$ cat src/rtl/interrupt_pkg.sv
// Shared types and constants for the interrupt dispatcher: IME and dispatch
// state encodings, default vector layout and the handler-address helper.
package interrupt_pkg;

  typedef enum logic [1:0] {
    IME_OFF   = 2'd0,
    IME_ARMED = 2'd1,
    IME_ON    = 2'd2
  } ime_state_e;

  typedef enum logic [1:0] {
    DISP_IDLE = 2'd0,
    DISP_REQ  = 2'd1,
    DISP_VEC  = 2'd2
  } disp_state_e;

  localparam logic [15:0] DEFAULT_VECTOR_BASE   = 16'h0040;
  localparam logic [15:0] DEFAULT_VECTOR_STRIDE = 16'h0008;
  localparam logic [15:0] CANCELLED_VECTOR      = 16'h0000;

  function automatic logic [15:0] vector_of(input logic [15:0] base,
                                            input logic [15:0] stride,
                                            input logic [15:0] idx);
    return base + idx * stride;
  endfunction

endpackage

$ cat src/rtl/interrupt_dispatcher_if.sv
// CPU-side bundle of the interrupt dispatcher: decode strobes, dispatch
// handshake and the IE/IF register port on the I/O bus.
interface interrupt_dispatcher_if #(
  parameter int DATA_WIDTH = 8
);
  logic                  i_EI;
  logic                  i_DI;
  logic                  i_RETI;
  logic                  i_Instr_Done;
  logic                  i_Ack;
  logic                  o_Irq;
  logic [15:0]           o_Vector;
  logic                  o_Vector_Valid;
  logic                  i_Bus_Enable;
  logic                  i_ReadWrite;
  logic                  i_Register_Select;
  logic [DATA_WIDTH-1:0] i_Bus;
  logic [DATA_WIDTH-1:0] o_Bus;

  modport master (
    output i_EI, i_DI, i_RETI, i_Instr_Done, i_Ack,
    output i_Bus_Enable, i_ReadWrite, i_Register_Select, i_Bus,
    input  o_Irq, o_Vector, o_Vector_Valid, o_Bus
  );

  modport slave (
    input  i_EI, i_DI, i_RETI, i_Instr_Done, i_Ack,
    input  i_Bus_Enable, i_ReadWrite, i_Register_Select, i_Bus,
    output o_Irq, o_Vector, o_Vector_Valid, o_Bus
  );
endinterface

$ cat src/rtl/interrupt_dispatcher_priority_encoder.sv
// Lowest-set-bit priority encoder: one-hot grant, binary index and valid.
module priority_encoder #(
  parameter int WIDTH = 5,
  parameter int IDX_W = 3
) (
  input  logic [WIDTH-1:0] i_Vector,
  output logic [WIDTH-1:0] o_One_Hot,
  output logic [IDX_W-1:0] o_Index,
  output logic             o_Valid
);

  assign o_One_Hot = i_Vector & (~i_Vector + WIDTH'(1));
  assign o_Valid   = |i_Vector;

  // NOTE: the default before the loop keeps this purely combinational; any
  // path leaving o_Index unassigned would infer a latch.
  always_comb begin
    o_Index = '0;
    for (int i = WIDTH - 1; i >= 0; i--) begin
      if (i_Vector[i]) o_Index = IDX_W'(i);
    end
  end

endmodule

$ cat src/rtl/interrupt_dispatcher.sv
// Interrupt controller with IE/IF registers, delayed-EI master enable and a
// request/ack dispatch handshake. Define IRQ_EDGE_DETECT_EN for edge-triggered IF.
module interrupt_dispatcher
  import interrupt_pkg::*;
#(
  parameter int          NUM_SRC       = 5,
  parameter int          DATA_WIDTH    = 8,
  parameter logic [15:0] VECTOR_BASE   = DEFAULT_VECTOR_BASE,
  parameter logic [15:0] VECTOR_STRIDE = DEFAULT_VECTOR_STRIDE
) (
  input  logic                   i_Clk,
  input  logic                   i_nRst,
  input  logic                   i_Enable,
  input  logic [NUM_SRC-1:0]     i_Interrupt_Request,
  output logic                   o_Halt_Wake,
  interrupt_dispatcher_if.slave  cpu
);

  localparam int IDX_W = (NUM_SRC > 1) ? $clog2(NUM_SRC) : 1;

  logic [NUM_SRC-1:0] ie_q, ie_d;
  logic [NUM_SRC-1:0] if_q, if_d;
  logic [NUM_SRC-1:0] pending;
  logic [NUM_SRC-1:0] req_set;
  logic [NUM_SRC-1:0] grant_one_hot;
  logic [IDX_W-1:0]   grant_idx;
  logic               grant_valid;
  ime_state_e         ime_q, ime_d;
  disp_state_e        state_q, state_d;
  logic [15:0]        vector_q, vector_d;
  logic               bus_wr, bus_rd;
  logic               dispatch;
  logic [DATA_WIDTH-1:0] rd_data;

  assign pending     = ie_q & if_q;
  assign o_Halt_Wake = |pending;
  assign bus_wr      = cpu.i_Bus_Enable &  cpu.i_ReadWrite;
  assign bus_rd      = cpu.i_Bus_Enable & ~cpu.i_ReadWrite;
  // DI in the same cycle as ack aborts the dispatch instead of completing it.
  assign dispatch    = (state_q == DISP_REQ) & cpu.i_Ack & ~cpu.i_DI;

  priority_encoder #(
    .WIDTH (NUM_SRC),
    .IDX_W (IDX_W)
  ) u_prio (
    .i_Vector  (pending),
    .o_One_Hot (grant_one_hot),
    .o_Index   (grant_idx),
    .o_Valid   (grant_valid)
  );

`ifdef IRQ_EDGE_DETECT_EN
  logic [NUM_SRC-1:0] hist_q;

  always_ff @(posedge i_Clk or negedge i_nRst) begin
    if (!i_nRst)       hist_q <= '0;
    else if (i_Enable) hist_q <= i_Interrupt_Request;
  end

  assign req_set = i_Interrupt_Request & ~hist_q;
`else
  assign req_set = i_Interrupt_Request;
`endif

  // Requests are OR-ed in last so they win over a bus write or dispatch clear.
  always_comb begin
    ie_d     = ie_q;
    if_d     = if_q;
    vector_d = vector_q;
    if (bus_wr &&  cpu.i_Register_Select) ie_d = cpu.i_Bus[NUM_SRC-1:0];
    if (bus_wr && !cpu.i_Register_Select) if_d = cpu.i_Bus[NUM_SRC-1:0];
    if (dispatch) begin
      if_d     = if_d & ~grant_one_hot;
      vector_d = grant_valid ? vector_of(VECTOR_BASE, VECTOR_STRIDE, 16'(grant_idx))
                             : CANCELLED_VECTOR;
    end
    if_d = if_d | req_set;
  end

  always_comb begin
    ime_d = ime_q;
    if (cpu.i_DI || dispatch)                      ime_d = IME_OFF;
    else if (cpu.i_RETI)                           ime_d = IME_ON;
    else if (cpu.i_EI && ime_q == IME_OFF)         ime_d = IME_ARMED;
    else if (!cpu.i_EI && ime_q == IME_ARMED && cpu.i_Instr_Done) ime_d = IME_ON;
  end

  // NOTE: sequential state uses non-blocking assignments so every register
  // samples the pre-edge values regardless of statement order.
  always_ff @(posedge i_Clk or negedge i_nRst) begin
    if (!i_nRst) begin
      ie_q     <= '0;
      if_q     <= '0;
      ime_q    <= IME_OFF;
      vector_q <= '0;
    end else if (i_Enable) begin
      ie_q     <= ie_d;
      if_q     <= if_d;
      ime_q    <= ime_d;
      vector_q <= vector_d;
    end
  end

  always_ff @(posedge i_Clk or negedge i_nRst) begin
    if (!i_nRst)       state_q <= DISP_IDLE;
    else if (i_Enable) state_q <= state_d;
  end

  always_comb begin
    state_d = state_q;
    case (state_q)
      DISP_IDLE: if (ime_q == IME_ON && |pending && cpu.i_Instr_Done) state_d = DISP_REQ;
      DISP_REQ: begin
        if (cpu.i_DI)       state_d = DISP_IDLE;
        else if (cpu.i_Ack) state_d = DISP_VEC;
      end
      DISP_VEC:  state_d = DISP_IDLE;
      default:   state_d = DISP_IDLE;
    endcase
  end

  always_comb begin
    cpu.o_Irq          = (state_q == DISP_REQ);
    cpu.o_Vector_Valid = (state_q == DISP_VEC);
    cpu.o_Vector       = vector_q;
  end

  always_comb begin
    rd_data = '1;
    rd_data[NUM_SRC-1:0] = cpu.i_Register_Select ? ie_q : if_q;
  end

  assign cpu.o_Bus = bus_rd ? rd_data : '0;

endmodule

$ cat src/flat_wrapper.sv
// flat-port wrapper written by rule: the top's interface ports become plain ports
module interrupt_dispatcher_flat import interrupt_pkg::*;
#(
  parameter int          NUM_SRC       = 5,
  parameter int          DATA_WIDTH    = 8,
  parameter logic [15:0] VECTOR_BASE   = DEFAULT_VECTOR_BASE,
  parameter logic [15:0] VECTOR_STRIDE = DEFAULT_VECTOR_STRIDE
)
  (i_Clk, i_nRst, i_Enable, i_Interrupt_Request, o_Halt_Wake, cpu_i_EI, cpu_i_DI, cpu_i_RETI, cpu_i_Instr_Done, cpu_i_Ack, cpu_i_Bus_Enable, cpu_i_ReadWrite, cpu_i_Register_Select, cpu_i_Bus, cpu_o_Irq, cpu_o_Vector, cpu_o_Vector_Valid, cpu_o_Bus);
  interrupt_dispatcher_if #(.DATA_WIDTH(DATA_WIDTH)) cpu_i ();
  input  logic i_Clk;
  input  logic i_nRst;
  input  logic i_Enable;
  input  logic [NUM_SRC-1:0] i_Interrupt_Request;
  output logic o_Halt_Wake;
  input wire logic [$bits(cpu_i.i_EI)-1:0] cpu_i_EI;
  input wire logic [$bits(cpu_i.i_DI)-1:0] cpu_i_DI;
  input wire logic [$bits(cpu_i.i_RETI)-1:0] cpu_i_RETI;
  input wire logic [$bits(cpu_i.i_Instr_Done)-1:0] cpu_i_Instr_Done;
  input wire logic [$bits(cpu_i.i_Ack)-1:0] cpu_i_Ack;
  input wire logic [$bits(cpu_i.i_Bus_Enable)-1:0] cpu_i_Bus_Enable;
  input wire logic [$bits(cpu_i.i_ReadWrite)-1:0] cpu_i_ReadWrite;
  input wire logic [$bits(cpu_i.i_Register_Select)-1:0] cpu_i_Register_Select;
  input wire logic [$bits(cpu_i.i_Bus)-1:0] cpu_i_Bus;
  output wire logic [$bits(cpu_i.o_Irq)-1:0] cpu_o_Irq;
  output wire logic [$bits(cpu_i.o_Vector)-1:0] cpu_o_Vector;
  output wire logic [$bits(cpu_i.o_Vector_Valid)-1:0] cpu_o_Vector_Valid;
  output wire logic [$bits(cpu_i.o_Bus)-1:0] cpu_o_Bus;
  assign cpu_i.i_EI = cpu_i_EI;
  assign cpu_i.i_DI = cpu_i_DI;
  assign cpu_i.i_RETI = cpu_i_RETI;
  assign cpu_i.i_Instr_Done = cpu_i_Instr_Done;
  assign cpu_i.i_Ack = cpu_i_Ack;
  assign cpu_i.i_Bus_Enable = cpu_i_Bus_Enable;
  assign cpu_i.i_ReadWrite = cpu_i_ReadWrite;
  assign cpu_i.i_Register_Select = cpu_i_Register_Select;
  assign cpu_i.i_Bus = cpu_i_Bus;
  assign cpu_o_Irq = cpu_i.o_Irq;
  assign cpu_o_Vector = cpu_i.o_Vector;
  assign cpu_o_Vector_Valid = cpu_i.o_Vector_Valid;
  assign cpu_o_Bus = cpu_i.o_Bus;
  interrupt_dispatcher #(.NUM_SRC(NUM_SRC), .DATA_WIDTH(DATA_WIDTH), .VECTOR_BASE(VECTOR_BASE), .VECTOR_STRIDE(VECTOR_STRIDE)) u_core (.i_Clk(i_Clk), .i_nRst(i_nRst), .i_Enable(i_Enable), .i_Interrupt_Request(i_Interrupt_Request), .o_Halt_Wake(o_Halt_Wake), .cpu(cpu_i));
endmodule
$ cat config.mk
export PLATFORM = sky130hd
export DESIGN_NAME = interrupt_dispatcher_flat
export DESIGN_NICKNAME = d
export VERILOG_FILES = /design/src/rtl/interrupt_pkg.sv /design/src/rtl/interrupt_dispatcher_if.sv /design/src/rtl/interrupt_dispatcher_priority_encoder.sv /design/src/rtl/interrupt_dispatcher.sv /design/src/flat_wrapper.sv
export SDC_FILE = /design/constraint.sdc
export NUM_CORES = 1
export LEC_CHECK = 0
export CELL_PAD_IN_SITES_DETAIL_PLACEMENT = 1
export CELL_PAD_IN_SITES_GLOBAL_PLACEMENT = 1
export CORE_MARGIN = 4
export CORE_UTILIZATION = 25
export CTS_BUF_LIST = sky130_fd_sc_hd__clkbuf_16
export DETAILED_ROUTE_END_ITERATION = 16
export PLACE_DENSITY = 0.65
export SYNTH_ARGS = -nofsm -noshare
export SYNTH_HDL_FRONTEND = slang
export SYNTH_HIERARCHICAL = 1
export SYNTH_SLANG_ARGS = --single-unit
$ cat constraint.sdc
create_clock -name i_Clk -period 1.8 [get_ports i_Clk]
set_input_delay 0.27 -clock i_Clk [delete_from_list [all_inputs] [get_ports i_Clk]]
set_output_delay 0.27 -clock i_Clk [all_outputs]
set_load 0.01 [all_outputs]
==> run summary <==
The launching element type of the critical path is a register. The mean instance size in the synthesized netlist is between 9 and 10 sq um. The detailed router placed between 1000 and 1500 vias in this run. The worst register-to-register path begins at u_core/ie_q[0]. The die height is ~80 um.

The final number of max-transition violations is 0. The simple-gate portion of the synthesized area is 0.232. The width of the die is just under 80 um. The count of buffers from port buffering is 35. The core box area came out at about 4800 sq um. The register-to-register setup slack came out at ~0.11 ns. The count of boundary I/O pins came out at between 50 and 60. The number of enable-type register cells in the synthesized netlist came out at 0.

The number of storage elements in the synthesis netlist came out at 18. By startpoint and endpoint, the worst setup path is classified as register to primary output. The number of buffers inserted by post-CTS setup repair is 0. The largest total area in the synthesized netlist belongs to sky130_fd_sc_hd__dfrtp_1. The setup-violating endpoint count in the final report came out at 0. Among all flip-flop cells after synthesis, the most frequent one is sky130_fd_sc_hd__dfrtp_1.

The last weighted congestion value of the routability-driven placer came out at ~0.78. The number of instances in the synthesized netlist is 134. The path class of the tightest hold or removal check is input pin to asynchronous set/reset pin. The clock latency at the later pin of the worst-skew pair came out at approximately 0.25 ns. The type of element capturing the critical path is a primary output. The growth of design area from synthesis to finish is 43.3%.

After synthesis, the share of flip-flops with an asynchronous set or reset is 1.00. The proportion of layout cells with a drive suffix above 1 came out at 0.222. The detailed-routing iteration count for the pre-antenna-repair pass came out at 4. The endpoint identified for the worst register-to-register timing path is u_core/if_q[3]. The final hold violation count came to 0. The largest net degree at the start of global routing came out at 23.

Dividing total power by cell area gives a power density of a little over 800 nW/um^2. The remaining global-route overflow is 0. The total wirelength of the detailed-routed design came out at roughly 3700 um.

The final hold slack came out at between 0.3 and 0.4 ns. The number of antenna violations at the first check in global routing was 0. The first-pass GRT wire length came out at around 6400 um. The data required time of the critical path is roughly 1.5 ns. The clock passes through at most 2 buffers. The post-detailed-route DRC marker count is 0. Setup repair after global routing could not meet its margin everywhere. The clock-pin slew on the worst setup and hold paths is roughly 0.05 ns. The via count of the first global-routing pass is around 1300.

The TritonCTS clock tree is done. Summed over all failing endpoints, the final setup total negative slack is 0 ns. The run finished with clean final reports. The violation count after the first detailed-routing iteration came out at 27.

The combinational family with the most area after synthesis is simple AND/OR/NAND/NOR gates. Of the available clock period, the critical path in the final layout requires 0.991. The smallest clock period supported by the final layout is computed as between 1.5 and 2 ns. Of the synthesized area, sequential elements account for 0.356. At the worst endpoint, the arrival time is 1.51 ns.

The commonest cells after synthesis are 18 x sky130_fd_sc_hd__dfrtp_1, 16 x sky130_fd_sc_hd__buf_4, 12 x sky130_fd_sc_hd__nand2_1. The post-detailed-route wirelength per cell came out at 15.0 um. The number of antenna diodes came out at 0. After synthesis, the cell types taking the most area are sky130_fd_sc_hd__dfrtp_1 36%, sky130_fd_sc_hd__mux2_2 9.8%, sky130_fd_sc_hd__buf_4 9.5%. The number of nets still failing antenna checks after routing is 0. The area of the mapped netlist is approximately 1300 sq um. For this design, the CTS-stage hold fixing added 0 buffers. The number of different library cells used by synthesis comes to 36. In the post-synthesis netlist, the cell with the most instances is sky130_fd_sc_hd__dfrtp_1.

The slowest stage of the critical path belongs to the cell sky130_fd_sc_hd__or3b_4. The multiplexer share of the synthesized area is 0.137. The leakage power is roughly 0.8 nW. The clock net sink count came out at 18. The total global-route track usage is 0.128. The floorplan die area is around 6300 sq um.

The count of yosys warnings during synthesis is 6. The clock arrives with approximately 0.00096 ns of skew. Counting cells, the worst reg-to-reg path comes to 5. The fmax came out at 560 MHz.

The post-synthesis adder-cell area fraction is 0. The critical path goes through a222oi_1, or3b_4, buf_6. The initial cell density of the core came out at 0.263. In this run the worst path has a maximum fanout of 2. Across the VDD grid, the largest voltage drop is 0.307 mV. The number of buffers created by CTS is 3. The H-tree depth reported by CTS is 1. The post-synthesis compound-gate area fraction is 0.139. The post-detailed-placement half-perimeter wirelength came out at roughly 2800 um. The peak per-stage delay on the critical path came out at approximately 0.44 ns. Of the post-synthesis cell area, the dominant cell type holds 0.356. The net count of the finished layout is roughly 210. In this run the core area contains 25 standard-cell rows. The xor/xnor cell area share of the yosys netlist came out at 0. The max-capacitance violation count is 0. The tree is rooted in a sky130_fd_sc_hd__clkbuf_16.

Dividing the detail-routed via count by the number of cells gives 4.56.
## placed cells by master, fill, tap and decap left out, types with 2 or more instances in the layout
cell type / netlist / layout
sky130_fd_sc_hd__nor2_1: 10 / 10
sky130_fd_sc_hd__and3_1: 2 / 2
sky130_fd_sc_hd__nor2b_1: 2 / 2
sky130_fd_sc_hd__nand2_1: 12 / 12
sky130_fd_sc_hd__buf_4: 16 / 15
sky130_fd_sc_hd__clkdlybuf4s50_1: 0 / 26
sky130_fd_sc_hd__mux2i_1: 5 / 5
sky130_fd_sc_hd__nand3b_1: 3 / 3
sky130_fd_sc_hd__a21bo_2: 3 / 3
sky130_fd_sc_hd__nand2b_1: 4 / 3
sky130_fd_sc_hd__conb_1: 1 / 12
sky130_fd_sc_hd__o21ai_0: 2 / 2
sky130_fd_sc_hd__inv_1: 6 / 6
sky130_fd_sc_hd__dfrtp_1: 18 / 18
sky130_fd_sc_hd__nand4_1: 5 / 5
sky130_fd_sc_hd__a211oi_1: 5 / 5
sky130_fd_sc_hd__mux2_2: 11 / 11
sky130_fd_sc_hd__dlygate4sd2_1: 0 / 8
sky130_fd_sc_hd__and2_1: 3 / 3
sky130_fd_sc_hd__clkbuf_16: 0 / 3
sky130_fd_sc_hd__nor3_1: 2 / 2
sky130_fd_sc_hd__a311o_1: 5 / 5
sky130_fd_sc_hd__and2_2: 2 / 2
## how the worst max path moves through the flow
stage	start	endpoint	slack, ns	cells past startpoint
detailed placement	cpu_i_ReadWrite	cpu_o_Bus[2]	-0.15	4
global placement	cpu_i_ReadWrite	cpu_o_Bus[3]	-0.20	4
global route	u_core/if_q[0]	o_Halt_Wake	-0.04	3
CTS	u_core/if_q[0]	o_Halt_Wake	-0.002	3
finish	u_core/if_q[0]	o_Halt_Wake	0.02	3
floorplan	u_core/ie_q[0]	u_core/state_q[0]	0.36	3
## state kept, by name, indices dropped and copies added (netlist names)
| signal | flops |
|---|---|
| u_core/ime_q | 2 |
| u_core/if_q | 5 |
| u_core/cpu.o_Vector | 4 |
| u_core/ie_q | 5 |
| u_core/state_q | 2 |
## worst max-delay path: cells and delay by family, from the launching register on
| family | cells | cell delay [ns] |
|---|---|---|
| and+or+nand+nor | 1 | 0.44 |
| DFF | 1 | 0.38 |
| buffers and inverters | 1 | 0.13 |
| AOI/OAI and AO/OA | 1 | 0.32 |
## kinds of logic (layout without fill, tap and decap cells)
kind of cell,count (synthesis),in the layout
multiplexers,16,16
flip-flops,18,18
other,1,12
AO/OA/AOI/OAI,21,21
buffers and inverters,26,61
AND/OR/NAND/NOR,52,52
## repair_timing
item	CTS	global route
endpoints found under the setup margin	9	2
pin swaps	1	0
cloned	0	0
gates resized for setup	16	1
## stage by stage
stage               std cells  cell area [sq um]  setup WS, ns  power [mW]  utilization
detailed placement        243               1730        -0.152        1.03        0.359
finish                    247               1810        0.0156        1.47        0.377
CTS                       247               1810      -0.00210        1.48        0.376
global route              247               1810       -0.0402        1.56        0.377
floorplan                 145               1310         0.363       0.795            -
global placement          243               1730        -0.198        1.01        0.359
## layout make-up
type / count / area, sq um
sequential: 18 / 450
timing repair buffer: 51 / 474
clock buffer: 3 / 75.1
clock inverter: 1 / 3.75
inverter: 6 / 22.5
tap: 67 / 83.8
fill: 579 / 3000
multi-input combinational: 101 / 704
## where the power goes
group          switching (mW)  internal (mW)  leakage (nW)
Clock                   0.149          0.295        0.0385
Combinational           0.232          0.277         0.545
Sequential             0.0457          0.471         0.211
## layer usage
layer,part of all wire,global-route usage,wire [um]
met4,0.015,0.0412,54
met5,0,0,0
met2,0.51,0.235,1900
met1,0.42,0.151,1560
met3,0.048,0.0215,177
(Power assumes the default switching activity.)
